==> src/rtl/mips_pkg.sv <==
// mips_pkg: shared encodings and constants for the EX-stage multiply/divide unit
package mips_pkg;
  typedef enum logic [1:0] {OP_MULT = 2'b00, OP_MULTU = 2'b01, OP_DIV = 2'b10, OP_DIVU = 2'b11} md_op_e;
  typedef enum logic [1:0] {S_IDLE, S_PREP, S_ITER, S_FIX} md_state_e;
  localparam int MD_ITERS = 32;
  localparam int MD_LATENCY = 34;
  localparam logic [5:0] FN_MULT = 6'h18;
  localparam logic [5:0] FN_MULTU = 6'h19;
  localparam logic [5:0] FN_DIV = 6'h1A;
  localparam logic [5:0] FN_DIVU = 6'h1B;
endpackage

==> src/rtl/md_sign_fix.sv <==
// md_sign_fix: conditional two's-complement negate
module md_sign_fix #(
  parameter int W = 32
) (
  input  logic [W-1:0] x,
  input  logic         neg,
  output logic [W-1:0] y
);
  assign y = neg ? -x : x;
endmodule

==> src/rtl/mul_div_sequencer.sv <==
// mul_div_sequencer: iterative radix-2 MULT/MULTU/DIV/DIVU engine owning HI/LO
module mul_div_sequencer
  import mips_pkg::*;
#(
  parameter int WIDTH = 32
) (
  input  logic             Clk,
  input  logic             Rst_n,
  input  logic             Start,
  input  logic [1:0]       Op,
  input  logic [WIDTH-1:0] A,
  input  logic [WIDTH-1:0] B,
  input  logic             MfHi,
  input  logic             MfLo,
  input  logic             MtHi,
  input  logic             MtLo,
  input  logic             Flush,
  output logic             Busy,
  output logic             Stall,
  output logic             Done,
  output logic             DivByZero,
  output logic [WIDTH-1:0] HI,
  output logic [WIDTH-1:0] LO
);
  localparam int CW = $clog2(MD_ITERS);
  md_state_e state, next;
  md_op_e op_q;
  logic [WIDTH-1:0] a_q, b_q, ma, mb, abs_a, abs_b, quo_f, rem_f, rem;
  logic [2*WIDTH-1:0] acc, prod_f;
  logic [WIDTH:0] sum, part;
  logic [CW-1:0] cnt;
  logic psign, rsign, is_div, is_sgn, last, dbz, ge;
  assign is_div = (op_q == OP_DIV) || (op_q == OP_DIVU);
  assign is_sgn = (op_q == OP_MULT) || (op_q == OP_DIV);
  assign last = cnt == CW'(MD_ITERS - 1);
  assign dbz = is_div && (b_q == '0);
  assign sum = {1'b0, acc[2*WIDTH-1:WIDTH]} + {1'b0, mb[0] ? ma : '0};
  assign part = {rem, ma[WIDTH-1]};
  assign ge = part >= {1'b0, mb};
  md_sign_fix #(.W(WIDTH)) u_abs_a (.x(a_q), .neg(is_sgn & a_q[WIDTH-1]), .y(abs_a));
  md_sign_fix #(.W(WIDTH)) u_abs_b (.x(b_q), .neg(is_sgn & b_q[WIDTH-1]), .y(abs_b));
  md_sign_fix #(.W(2*WIDTH)) u_fix_p (.x(acc), .neg(psign), .y(prod_f));
  md_sign_fix #(.W(WIDTH)) u_fix_q (.x(ma), .neg(psign), .y(quo_f));
  md_sign_fix #(.W(WIDTH)) u_fix_r (.x(rem), .neg(rsign), .y(rem_f));
  // state register
  always_ff @(posedge Clk or negedge Rst_n)
    if (!Rst_n) state <= S_IDLE;
    else state <= next;
  // next-state, busy and stall decode
  always_comb begin
    next = state;
    case (state)
      S_IDLE: next = Start ? S_PREP : S_IDLE;
      S_PREP: next = S_ITER;
      S_ITER: next = last ? S_FIX : S_ITER;
      default: next = S_IDLE;
    endcase
    if (Flush) next = S_IDLE;
    Busy = state != S_IDLE;
    Stall = Busy & (MfHi | MfLo | MtHi | MtLo | Start);
  end
  // operand capture, shift-add / restoring-divide datapath and HI/LO commit
  always_ff @(posedge Clk or negedge Rst_n)
    if (!Rst_n) begin
      op_q <= OP_MULT;
      a_q <= '0;
      b_q <= '0;
      ma <= '0;
      mb <= '0;
      acc <= '0;
      rem <= '0;
      cnt <= '0;
      psign <= 1'b0;
      rsign <= 1'b0;
      Done <= 1'b0;
      DivByZero <= 1'b0;
      HI <= '0;
      LO <= '0;
    end else begin
      Done <= 1'b0;
      DivByZero <= 1'b0;
      case (state)
        S_IDLE: if (!Flush) begin
          if (Start) begin
            op_q <= md_op_e'(Op);
            a_q <= A;
            b_q <= B;
          end
          if (MtHi) HI <= A;
          if (MtLo) LO <= A;
        end
        S_PREP: begin
          ma <= abs_a;
          mb <= abs_b;
          psign <= is_sgn & (a_q[WIDTH-1] ^ b_q[WIDTH-1]);
          rsign <= is_sgn & a_q[WIDTH-1];
          acc <= '0;
          rem <= '0;
          cnt <= '0;
        end
        S_ITER: begin
          cnt <= cnt + 1'b1;
          if (is_div) begin
            rem <= ge ? WIDTH'(part - {1'b0, mb}) : part[WIDTH-1:0];
            ma <= {ma[WIDTH-2:0], ge};
          end else begin
            acc <= {sum, acc[WIDTH-1:1]};
            mb <= mb >> 1;
          end
        end
        default: if (!Flush) begin
          Done <= 1'b1;
          DivByZero <= dbz;
          HI <= dbz ? a_q : (is_div ? rem_f : prod_f[2*WIDTH-1:WIDTH]);
          LO <= dbz ? '1 : (is_div ? quo_f : prod_f[WIDTH-1:0]);
        end
      endcase
    end
endmodule

==> config.mk <==
export PLATFORM = sky130hd
export DESIGN_NAME = mul_div_sequencer
export DESIGN_NICKNAME = d
export VERILOG_FILES = /design/src/rtl/mips_pkg.sv /design/src/rtl/md_sign_fix.sv /design/src/rtl/mul_div_sequencer.sv
export SDC_FILE = /design/constraint.sdc
export NUM_CORES = 1
export LEC_CHECK = 0
export CAP_MARGIN = 20
export CORE_MARGIN = 1.5
export CORE_UTILIZATION = 27
export DETAILED_ROUTE_END_ITERATION = 10
export PLACE_DENSITY_LB_ADDON = 0.3
export SLEW_MARGIN = 20
export SYNTH_ARGS = -nofsm -noshare
export SYNTH_HDL_FRONTEND = slang
export SYNTH_SLANG_ARGS = --single-unit
==> constraint.sdc <==
create_clock -name Clk -period 3.4 [get_ports Clk]
set_clock_uncertainty 0.1 [all_clocks]
set_input_delay 0.68 -clock Clk [delete_from_list [all_inputs] [get_ports Clk]]
set_output_delay 0.68 -clock Clk [all_outputs]
set_load 0.02 [all_outputs]
-- Word-level counts from Yosys, hierarchy flattened
Cells that the tools add are included.
- bits in registers: 301
- output and inout bits: 68
- add/subtract/negate cells: 8
- magnitude comparators: 1
- equality and inequality tests: 9
- multiplexer cells: 36
- bitwise operators: 11
- reductions and logical operators: 15
- operators by type and width (kind ; count):
    $mux W32 ; 19
    $pmux W32 S2 ; 5
    $mux W64 ; 2
    $neg A32 Y32 ; 4
    $pmux W64 S2 ; 1
    $neg A64 Y64 ; 1
    $add A32 B32 Y33 ; 1
    $ge A33 B32 Y1 ; 1
    $logic_not A32 Y1 ; 1
    $sub A32 B32 Y32 ; 1
    $pmux W5 S2 ; 1
    $reduce_and A3 Y1 ; 3
    $ne A2 B2 Y1 const B ; 4
    $eq A2 B2 Y1 const B ; 3
    $mux W1 ; 6
    $pmux W2 S3 ; 1
    $add A5 B1 Y5 const B ; 1
    $eq A5 B5 Y1 const B ; 1
    $and A1 B1 Y1 ; 4
    $logic_not A2 Y1 ; 2
    $or A1 B1 Y1 ; 4
    $reduce_and A2 Y1 ; 2
    $reduce_bool A2 Y1 ; 2
    $reduce_or A3 Y1 ; 1
    7 further kinds ; 9

-- Longest topological paths before layout
- depth in word-level cells: 6
- mapped depth: 14

-- Modules after synthesis
From an unflattened synthesis, not the netlist that was laid out.
- cell total of the unflattened synthesis: 2463
- area total of the unflattened synthesis: 21725.8 µm²
- by module, submodules not included (module ; times used ; cells each ; area each (µm²) ; sequential area each (µm²)):
    mul_div_sequencer ; 1 ; 1822 ; 17118.9 ; 7532.2
    md_sign_fix (u_abs_a ...) ; 4 ; 108 ; 767.0 ; 0.0
    md_sign_fix (u_fix_p) ; 1 ; 209 ; 1539.0 ; 0.0

-- Worst setup path after synthesis
OpenSTA, ideal clock, no wires.
- path kind: reg-to-reg
- from: reg rem[0]
- to: reg rem[1]
- setup time: 0.134 ns
- data arrival time: 3.066 ns
- required time: 3.166 ns
- path slack: 0.100 ns
- stages on the path, launching flop included: 12
- path buffers: 1
- period minus slack after synthesis: 3.300 ns
- cell sequence: dfrtp_1 -> ha_1 -> nor2b_1 -> o31ai_1 -> a21oi_1 -> a221o_1 -> a41oi_1 -> o31ai_1 -> a31oi_4 -> buf_2 -> mux2i_1 -> o22ai_1
- cells in the longest elaborated chain, start to end: 4
- elaborated cells between the ends (all ways): 5
- RTL lines (element ; RTL line ; text):
    start, declared ; mul_div_sequencer.sv:28 ; logic [WIDTH-1:0] a_q, b_q, ma, mb, abs_a, abs_b, quo_f, rem_f, rem;
    start signal, assigned ; mul_div_sequencer.sv:104 ; rem <= ge ? WIDTH'(part - {1'b0, mb}) : part[WIDTH-1:0];
    $sub A32 B32 Y32 or $ge A33 B32 Y1 (tied branches) ; mul_div_sequencer.sv:104, mul_div_sequencer.sv:39 ;
    $mux W32 * ; mul_div_sequencer.sv:104 ;
    $mux W32 * ; mul_div_sequencer.sv:103 ; if (is_div) begin
    $pmux W32 S2 * ; mul_div_sequencer.sv:82 ; case (state)
Mark *: on every way between the ends. The rest lies on a longest branch, timed or not. The select of a mux whose other input is x is not followed.
A chain may end at the register's enable or synchronous reset.

-- Worst setup path after layout
- from: reg acc[12]
- to: reg HI[30]
- cells in the longest elaborated chain, start to end: 6
- RTL lines (element ; RTL line ; text):
    start, declared ; mul_div_sequencer.sv:29 ; logic [2*WIDTH-1:0] acc, prod_f;
    start signal, assigned ; mul_div_sequencer.sv:107 ; acc <= {sum, acc[WIDTH-1:1]};
    $neg A64 Y64 ; md_sign_fix.sv:9 ; assign y = neg ? -x : x;
    $mux W64 ; md_sign_fix.sv:9 ;
    $mux W32 (2 in series) ; mul_div_sequencer.sv:114 ; HI <= dbz ? a_q : (is_div ? rem_f : prod_f[2*WIDTH-1:WIDTH]);
    $mux W32 ; mul_div_sequencer.sv:111 ; default: if (!Flush) begin
    $pmux W32 S2 ; mul_div_sequencer.sv:82 ;
    end signal, assigned ; mul_div_sequencer.sv:114 ;
    end, declared ; mul_div_sequencer.sv:22 ; output logic [WIDTH-1:0] HI,
No other way between the ends. The select of a mux whose other input is x is not followed.

==> impl_metrics.ini <==
[outcome]
status = complete, but fails checks
violations = setup timing

[sta]
timing.slew.headroom = 0.2435
hold_violations = 0
fmax_mhz = 293.9
tightestPinTransition_ns = 1.132
fin_crit_sh = 1.001
rsz0062_at_grt = yes
fin_ws_ns = -0.002281
finalSetupViolCount = 1
slew_viol_final = 0
fin_crit_ns = 3.402

[synth]
ys_types = 90
synthCells = 2394
synthTopCellsByArea = dfrtp_1, o21ai_0, xnor2_1
synth_fp_nets = 2546
yosys.area.top_type = dfrtp_1
synth_xor_area_frac = 0.09474
syn_avg_cell_area_um2 = 8.650
ys_ff_latch = 301
synth_edf_count = 0
ys_seq_area_frac = 0.3637
syn-cell-area_um2 = 20710
synthAdderAreaFrac = 0.04785
async_flop_share = 1.000
yosysWarnings = 0
synth-compound-area-share = 0.2418
synth_mux_area_frac = 0.04809
synthSimpleGateAreaFrac = 0.1576
synth_top_family_by_area = compound AO/OA/AOI/OAI gates
synth_top_area_frac = 0.3637
synth-main-ff-cell = dfrtp_1

[final_layout]
stdcell_area_um2 = 26010
drive_above_1_share = 0.1488
final_common_cell = dfrtp_1
area.growth.synth_to_final_pct = 25.59
antennaDiodeCount = 0
final_cell_mix = dfrtp_1, o21ai_0, nand2_1
finalNetCount = 2760

[clock_network]
root_buffer = clkbuf_16
htreeDepth = 2
cts.sinks = 301
cts_buffers = 38
cts_tree = built
clk_pin_slew_ns = 0.06
clock_path_buffers = 3
clk-insertion-delay-late_ns = 0.58

[grt]
track_usage = 0.2060
grt_pass1_vias = 19250
grt_antenna_before_repair = 0
grt_pass1_wl_mm = 123.4
grt_max_degree = 135
globalRoute.totalOverflow = 0

[floorplan]
start_util = 0.2727
die_y_um = 279.9
die_area_um2 = 78370
core-area_um2 = 75950
rows = 101
ioPinCount = 142
die_w_um = 279.9

[power_and_ir_drop]
vdd_ir_drop_max_v = 0.0003916
p_leak_uw = 0.01119
p_per_area_nw_per_um2 = 834.2

[worst_setup_path]
end_kind = flop
crit_fanout = 7
startpoint_type = flop
setup.worst_path.class = flop to flop
arrival_ns = 3.77
required_ns = 3.77

[drt]
first_pass_iters = 5
viasPerCell = 5.388
drc = 0
wl_mm = 82.16
wl_per_cell_um = 22.42
ant_nets = 0
num_vias = 19750
drtIter0Drc = 1763

[job]
cap_violations = 0

[place]
hpwl_mm = 62.32
io_buffers = 141
dpl_worst_slack_ns = -0.1885
place.gp.congestion = 0.8967
placed_cell_area_um2 = 24320

[hold_path]
hold_path.class = flop to flop
==> synth_stat cells, drive strengths merged (23+ instances only) <==
| library cell | n |
|---|---|
| dfrtp | 301 |
| o21ai | 270 |
| nand2 | 249 |
| a21oi | 186 |
| nor2 | 136 |
| clkbuf | 124 |
| xnor2 | 116 |
| xor2 | 108 |
| ha | 76 |
| inv | 76 |
| mux2 | 66 |
| o22ai | 54 |
| o31ai | 50 |
| nor3 | 46 |
| a22o | 37 |
| and2 | 35 |
| nand3 | 34 |
| or3 | 34 |
| buf | 27 |
| nand2b | 25 |
| o41ai | 24 |
| a211oi | 23 |
| a21o | 23 |
| mux2i | 23 |
==> registers in the layout, indices dropped and copies added, names as in the netlist, 2 cells and up <==
name,cells
HI,32
LO,32
a_q,32
acc,64
b_q,32
cnt,5
ma,32
mb,32
op_q,2
rem,32
state,2
==> through the flow <==
step	TNS (ns)	util	hold WS [ns]	instances	total power, µW
2_1_floorplan	0	-	0.2844	2394	12230
6_report	-0.002281	0.3424	0.3769	3665	21700
5_1_grt	-0.4562	0.3424	0.4072	3665	22970
3_3_place_gp	-0.1965	0.3203	0.3650	3595	16690
3_5_place_dp	-0.3461	0.3203	0.3707	3595	16810
4_1_cts	-0.05060	0.3387	0.3841	3663	21430
==> kinds of logic after synthesis <==
group / count (synthesis)
buf+inv: 229
xor+xnor: 224
simple gates: 674
flops: 301
mux: 90
fa+ha+maj: 78
compound gates: 798
==> area by class of cell <==
class / count / area [µm²]
sequential: 301 / 7541
tap: 1030 / 1289
multi-input combinational: 1864 / 12540
clock inverter: 15 / 272.8
clock buffer: 52 / 1085
timing repair buffer: 327 / 2990
inverter: 76 / 285.3
fill: 7849 / 49940
==> metal layers <==
metal	share of wire	up-vias	global-route usage
li1	-	9139	-
met1	0.43	9843	0.2680
met2	0.49	631	0.3580
met3	0.049	133	0.02419
met4	0.028	0	0.05696
met5	0	-	0
==> what timing repair did <==
item	CTS	global route
setup endpoints to repair	8	57
setup buffers	0	2
hold buffers	1	0
gates resized for setup	6	57
gates cloned	0	1
endpoints found under the hold margin	34	0
pin swaps	5	14
==> worst max-delay path: stages (launching register included) <==
cell,delay [ns]
dfrtp_1,0.38
or4_4,0.58
or3_4,0.37
or4b_4,0.55
buf_8,0.16
nor3_4,0.22
nand2_2,0.10
o41ai_2,0.24
xor2_1,0.31
o21ai_1,0.11
a21o_1,0.20
==> final timing paths <==
kind                       startpoint  slack, ns  cells past startpoint      end
max in group asynchronous       Rst_n       1.82                      4  acc[29]
hold reg to reg                 LO[1]       0.38                      2    LO[1]
min in group asynchronous       Rst_n       0.54                      2  acc[11]
setup reg to reg              acc[12]     -0.002                     10   HI[30]
setup / recovery              acc[12]     -0.002                     10   HI[30]
hold / removal                  LO[1]       0.38                      2    LO[1]
==> report_power, final <==
| group | total, µW | leakage [µW] | internal (µW) | switching, µW |
|---|---|---|---|---|
| registers | 6100 | 0.00377 | 4630 | 1470 |
| logic | 11100 | 0.00675 | 4590 | 6500 |
| clock network | 4510 | 0.000668 | 2770 | 1740 |
| total | 21700 | 0.0112 | 12000 | 9700 |
(Power assumes the default switching activity.)
